--- config.mk ---
export PLATFORM = sky130hd
export DESIGN_NAME = neopixel_tx
export DESIGN_NICKNAME = d
export VERILOG_FILES = /design/src/rtl/neopixel_pkg.sv /design/src/rtl/neopixel_tx.sv
export SDC_FILE = /design/constraint.sdc
export NUM_CORES = 1
export LEC_CHECK = 0
export ABC_CLOCK_PERIOD_IN_PS = 6700
export CAP_MARGIN = 40
export CORE_MARGIN = 2
export CORE_UTILIZATION = 50
export CTS_CLUSTER_SIZE = 30
export DETAILED_ROUTE_END_ITERATION = 6
export GPL_TIMING_DRIVEN = 0
export PLACE_DENSITY = 0.74
export SYNTH_ARGS = -nofsm -noshare
export SYNTH_HDL_FRONTEND = slang
export SYNTH_SLANG_ARGS = --single-unit
export TNS_END_PERCENT = 20
--- constraint.sdc ---
create_clock -name CLK -period 6.7 [get_ports CLK]
set_input_delay 1.34 -clock CLK [delete_from_list [all_inputs] [get_ports CLK]]
set_output_delay 1.34 -clock CLK [all_outputs]
set_load 0.1 [all_outputs]
--- src/rtl/neopixel_pkg.sv ---
// Shared types and 12 MHz default timing for the WS2812-class one-wire transmitter.
package neopixel_pkg;

   typedef enum logic [1:0] {
      IDLE  = 2'd0,
      HIGH  = 2'd1,
      LOW   = 2'd2,
      LATCH = 2'd3
   } np_state_t;

   localparam int NP_BITS_DEF       = 24;
   localparam int NP_TBIT_CYC_DEF   = 15;
   localparam int NP_T0H_CYC_DEF    = 5;
   localparam int NP_T1H_CYC_DEF    = 10;
   localparam int NP_TLATCH_CYC_DEF = 960;

   // Nearest whole number of clock cycles covering ns nanoseconds at clk_hz.
   function automatic int cyc_from_ns(input longint clk_hz, input longint ns);
      longint prod;
      prod = clk_hz * ns + longint'(500_000_000);
      return int'(prod / longint'(1_000_000_000));
   endfunction

endpackage

--- src/rtl/neopixel_tx.sv ---
// Serialises pixel words MSB-first onto a one-wire LED line with cycle-exact
// high/low pulse widths, gapless word streaming and a latch gap after `last`.
module neopixel_tx
   import neopixel_pkg::*;
#(
   parameter int BITS       = NP_BITS_DEF,
   parameter int TBIT_CYC   = NP_TBIT_CYC_DEF,
   parameter int T0H_CYC    = NP_T0H_CYC_DEF,
   parameter int T1H_CYC    = NP_T1H_CYC_DEF,
   parameter int TLATCH_CYC = NP_TLATCH_CYC_DEF
) (
   input  logic            CLK,
   input  logic            RSTN,
   input  logic [BITS-1:0] data,
   input  logic            valid,
   input  logic            last,
   output logic            ready,
   output logic            d_out,
   output logic            busy
);

   localparam int IDX_W = $clog2(BITS + 1);
   localparam int CNT_W = $clog2(TLATCH_CYC + 1);

   localparam logic [CNT_W-1:0] T0H_END   = CNT_W'(T0H_CYC - 1);
   localparam logic [CNT_W-1:0] T1H_END   = CNT_W'(T1H_CYC - 1);
   localparam logic [CNT_W-1:0] TBIT_END  = CNT_W'(TBIT_CYC - 1);
   localparam logic [CNT_W-1:0] LATCH_END = CNT_W'(TLATCH_CYC - 1);
   localparam logic [IDX_W-1:0] IDX_LAST  = IDX_W'(BITS - 1);

   if (!(BITS >= 1 && T0H_CYC >= 1 && T0H_CYC < T1H_CYC &&
         T1H_CYC < TBIT_CYC && TLATCH_CYC >= TBIT_CYC)) begin : g_illegal
      $error("neopixel_tx: illegal BITS/timing parameter set");
   end

   np_state_t        state, state_n;
   logic [BITS-1:0]  shreg, shreg_n;
   logic [IDX_W-1:0] bit_idx, bit_idx_n;
   logic [CNT_W-1:0] cnt, cnt_n;
   logic             last_q, last_q_n;
   logic [CNT_W-1:0] th_end;
   logic             accept;

   // The next word may only enter while idle or on the final cycle of a
   // non-last word, which is what makes back-to-back words gapless.
   assign ready  = (state == IDLE) ||
                   (state == LOW && bit_idx == IDX_LAST && cnt == TBIT_END && !last_q);
   assign accept = valid && ready;
   assign busy   = (state != IDLE);
   assign th_end = shreg[BITS-1] ? T1H_END : T0H_END;

   always_comb begin
      state_n   = state;
      shreg_n   = shreg;
      bit_idx_n = bit_idx;
      cnt_n     = cnt;
      last_q_n  = last_q;

      case (state)
         HIGH: begin
            cnt_n = cnt + 1'b1;
            if (cnt == th_end) state_n = LOW;
         end
         LOW: begin
            if (cnt == TBIT_END) begin
               if (bit_idx != IDX_LAST) begin
                  shreg_n   = shreg << 1;
                  bit_idx_n = bit_idx + 1'b1;
                  cnt_n     = '0;
                  state_n   = HIGH;
               end else if (last_q) begin
                  cnt_n   = '0;
                  state_n = LATCH;
               end else begin
                  state_n = IDLE;
               end
            end else begin
               cnt_n = cnt + 1'b1;
            end
         end
         LATCH: begin
            if (cnt == LATCH_END) state_n = IDLE;
            else                  cnt_n   = cnt + 1'b1;
         end
         default: ;
      endcase

      // A transfer wins over the end-of-word decision above.
      if (accept) begin
         shreg_n   = data;
         last_q_n  = last;
         bit_idx_n = '0;
         cnt_n     = '0;
         state_n   = HIGH;
      end
   end

   always_ff @(posedge CLK or negedge RSTN) begin
      if (!RSTN) begin
         state   <= IDLE;
         shreg   <= '0;
         bit_idx <= '0;
         cnt     <= '0;
         last_q  <= 1'b0;
         d_out   <= 1'b0;
      end else begin
         state   <= state_n;
         shreg   <= shreg_n;
         bit_idx <= bit_idx_n;
         cnt     <= cnt_n;
         last_q  <= last_q_n;
         d_out   <= (state_n == HIGH);
      end
   end

endmodule

Word-level counts from Yosys, hierarchy flattened
Cells that the tools add are included.
{ "totals": {"ff_bits": 43, "inputBits": 28, "out_inout_bits": 3, "wordCells": 55} }
{ "classes": {"n_addsub": 2, "n_eq_ne": 11, "mux": 22, "n_reduce_logical": 14} }
{ "ops": {"columns": ["cell", "count"], "rows": [
  ["$mux W24", 4],
  ["$mux W10", 5],
  ["$pmux W10 S3", 1],
  ["$mux W5", 4],
  ["$mux W2", 6],
  ["$add A10 B1 Y10 const B", 1],
  ["$eq A10 B10 Y1 const B", 1],
  ["$eq A10 B4 Y1", 1],
  ["$eq A10 B4 Y1 const B", 1],
  ["$reduce_bool A2 Y1", 4],
  ["$pmux W2 S3", 1],
  ["$reduce_and A3 Y1", 2],
  ["$add A5 B1 Y5 const B", 1],
  ["$eq A5 B5 Y1 const B", 1],
  ["$ne A5 B4 Y1 const B", 1],
  ["$ne A5 B5 Y1 const B", 1],
  ["$eq A2 B1 Y1 const B", 2],
  ["$eq A2 B2 Y1 const B", 2],
  ["$logic_and A1 B1 Y1", 4],
  ["$mux W4", 1],
  ["$reduce_bool A4 Y1", 1],
  ["$ne A3 B3 Y1 const B", 1],
  ["$logic_not A2 Y1", 1],
  ["$logic_not A1 Y1", 1],
  ["$logic_or A1 B1 Y1", 1]
]} }

Longest topological paths before layout
{ "logic_depth": {"depth_word": 8, "depth_mapped": 9, "mapped_depth_nobuf": 8} }

Least setup slack after synthesis
OpenSTA, ideal clock, no wires.
{ "synth_timing": {"kind": "register to output", "startpoint": "register cnt[4]", "endpoint": "output port ready", "t_arrival_ps": 2225, "required_ps": 5360, "path_slack_ps": 3135, "path_stages_with_launch": 5, "cell_sequence": "dfrtp_1 > or4_4 > nor4_1 > o21ai_0 > inv_1"} }
{ "synth_via": {"elab_chain_cells": 4} }
{ "synth_lines": {"columns": ["element", "line", "rtl"], "rows": [
  ["start, declared", "neopixel_tx.sv:39", "logic [CNT_W-1:0] cnt, cnt_n;"],
  ["start signal, assigned", "neopixel_tx.sv:110", "cnt <= cnt_n;"],
  ["$eq A10 B4 Y1", "neopixel_tx.sv:47", "(state == LOW && bit_idx == IDX_LAST && cnt == TBIT_END && !last_q);"],
  ["$logic_and A1 B1 Y1 (2 in series)", "neopixel_tx.sv:47", null],
  ["$logic_or A1 B1 Y1", "neopixel_tx.sv:46", "assign ready = (state == IDLE) ||"],
  ["end, declared", "neopixel_tx.sv:17", "output logic ready,"]
]} }
Every way passes these cells.

Worst setup path after layout
Same ends and word-level chain as after synthesis.

==> flow_summary.toml <==
[run_status]
status = "complete, no violations"

[timing]
skew_ns = 0.00496
rsz0062_at_grt = "no"
period_needed_ns = 4.31
hold_viol = 0
slew_headroom_pct = 48.2
setup_viol = 0
finalCritPeriodShare_pct = 64.4
worst_pin_slew_ns = 0.767
max_clock_freq_ghz = 0.232
finalSetupTns_ns = 0
final_max_slew_viol_count = 0

[cts]
clock_latency_ns = 0.30
cts_max_level = 2
cts_tree = "yes"
path_clk_slew_ns = 0.08
postCtsSetupBuffers = 0
numCtsBuffers = 5
cts.sinks = 43
clockRootBuffer = "clkbuf_8"
cts-resized-gates = 0
cts.path.max_buffers = 2
hold_buffers = 0

[job]
max_cap_violations = 0

[final_layout]
final_cells = 342
stdcell_area_um2 = 2770
layout-drive-gt1-share_pct = 8.62
layout.nets = 320
area_delta_synth_final_pct = 24.4
diodes = 0

[global_routing]
grt_pass1_wl_mm = 8.11
grt_pass1_vias = 1785
antenna_found_initial = 0
grt_max_degree = 32
grt_overflow = 0
track_usage_pct = 20.2

[detailed_routing]
totalWireLength_mm = 4.76
drt_iter0_drc = 103
post_drt_wl_per_cell_um = 13.9
ant_nets = 0
avgViaCountPerCell = 5.69
drt_pass1_iterations = 4
route.detailed.drc = 0
vias = 1947

[synth]
ys_seq_elements = 43
synth-edff-count = 0
yosys_warnings = 0
avgSynthCellArea_um2 = 8.96
synth-async-reset-ratio_pct = 100
syn_area_um2 = 2220
synth_seq_area_share_pct = 48.4
postSynthNetCount = 279
yosys-top-cells-count = "59 x nand2_1, 43 x dfrtp_1, 23 x a32oi_1, 15 x nand3_1"
synth_area_leaders = "dfrtp_1 48%, nand2_1 10%, a32oi_1 9.1%"
synth_ff_type = "dfrtp_1"
yosysTopAreaCell = "dfrtp_1"
yosysUniqueCellTypes = 40
syn-instance-count = 248
synth.most_common_cell = "nand2_1"
synth_top_area_share_pct = 48.4

[min_path]
hold_class = "reg2reg"

[die]
dieWidth_um = 70.7
io_pins = 31
die_y_um = 70.7
coreArea_um2 = 4320
die-area_um2 = 4990
num_rows = 24
floorplan.initialDensity_pct = 51.4

[pwr]
p_leak_nw = 1.25
peakVddDrop_uv = 150
p_per_area_nw_per_um2 = 177

[placed_design]
port_buffers = 30
placed_cells = 334
placed_area_um2 = 2650
dpl.hpwl_mm = 3.48
place.gp.congestion = 0.858

[critical_path]
crit_required_ns = 5.36
cp_max_fo = 7
crit_type = "reg2out"
end_kind = "output port"
start_kind = "flip-flop"
arrival_ns = 2.97
-- cells by family (layout without fill, tap and decap cells) --
kind of cell             Yosys count  in the layout  share of synthesized area, %
multiplexers                       1              1                         0.450
adder cells (fa/ha/maj)            3              3                          1.69
AO/OA/AOI/OAI                     56             56                          18.2
AND/OR/NAND/NOR                  117            117                          24.7
buffers and inverters             24             66                          4.90
flip-flops                        43             43                          48.4
XOR/XNOR                           4              4                          1.58
-- flip-flops by register name, indices dropped and copies added (netlist names) --
register,flops
bit_idx,5
cnt,10
last_q,1
shreg,24
d_out,1
state,2
-- worst max-delay path, cell delays in order (launching register included) --
cell	delay (ns)
dfrtp_1	0.44
or4_4	0.58
nor4_1	0.44
o21ai_0	0.29
inv_1	0.19
clkdlybuf4s50_1	0.53
buf_8	0.20
-- cell type report --
type | instances | area [um2]
timing repair buffer | 34 | 360
clock buffer | 6 | 82.6
clock inverter | 2 | 35.0
fill | 393 | 1560
buffer | 15 | 75.1
inverter | 9 | 33.8
multi-input combinational | 181 | 1040
tap | 52 | 65.1
sequential | 43 | 1080
-- metal layers --
layer  vias to the layer above  GRT usage (%)  share of wire, %
met3                         6           4.27               5.2
li1                        973              -                 -
met5                         -              0                 0
met2                        60           31.4                45
met1                       908           28.9                48
met4                         0           5.66               1.2
-- layout by cell type (no fill, tap or decap), types with 2 or more instances in the layout --
cell type	n
or3_1	7
and2_1	2
nor4b_1	2
nor3_1	2
dfrtp_1	43
nand3_1	15
a21o_1	4
nor4_1	2
and3_1	3
o211ai_1	2
ha_1	3
o21a_1	3
a21oi_1	4
nand2_1	59
buf_2	7
nand4b_1	2
nor2_1	13
nand4_1	2
xnor2_1	3
clkbuf_8	6
nor2b_1	3
clkbuf_1	7
o21ai_0	13
buf_8	3
inv_1	9
a32oi_1	23
clkdlybuf4s50_1	29
-- stage by stage --
| stage | power (mW) | hold WS [ns] | utilization, % | setup slack [ns] |
|---|---|---|---|---|
| 6_report | 0.489 | 0.487 | 63.9 | 2.39 |
| 5_1_grt | 0.507 | 0.518 | 63.9 | 2.11 |
| 4_1_cts | 0.495 | 0.486 | 63.9 | 2.37 |
| 3_5_place_dp | 0.287 | 0.472 | 61.2 | 2.70 |
| 3_3_place_gp | 0.286 | 0.465 | 59.8 | 2.31 |
| 2_1_floorplan | 0.265 | 0.446 | - | 3.14 |
-- report_power, final --
| part | total, mW | switching (mW) | leakage, nW | internal, mW |
|---|---|---|---|---|
| logic | 0.0220 | 0.00728 | 0.675 | 0.0147 |
| clock network | 0.208 | 0.0875 | 0.0612 | 0.121 |
| registers | 0.259 | 0 | 0.515 | 0.259 |
| total | 0.489 | 0.0948 | 1.25 | 0.395 |
-- worst paths after layout --
path	startpoint	end	slack, ns	depth (start not counted)
min in group asynchronous	RSTN	bit_idx[2]	0.93	1
max in group asynchronous	RSTN	shreg[14]	5.32	2
min reg2reg	shreg[15]	shreg[16]	0.49	2
min	shreg[15]	shreg[16]	0.49	2
max	cnt[4]	ready	2.39	6
max reg2reg	cnt[4]	shreg[5]	4.30	7
No activity file was read; power rests on OpenSTA's default activity.
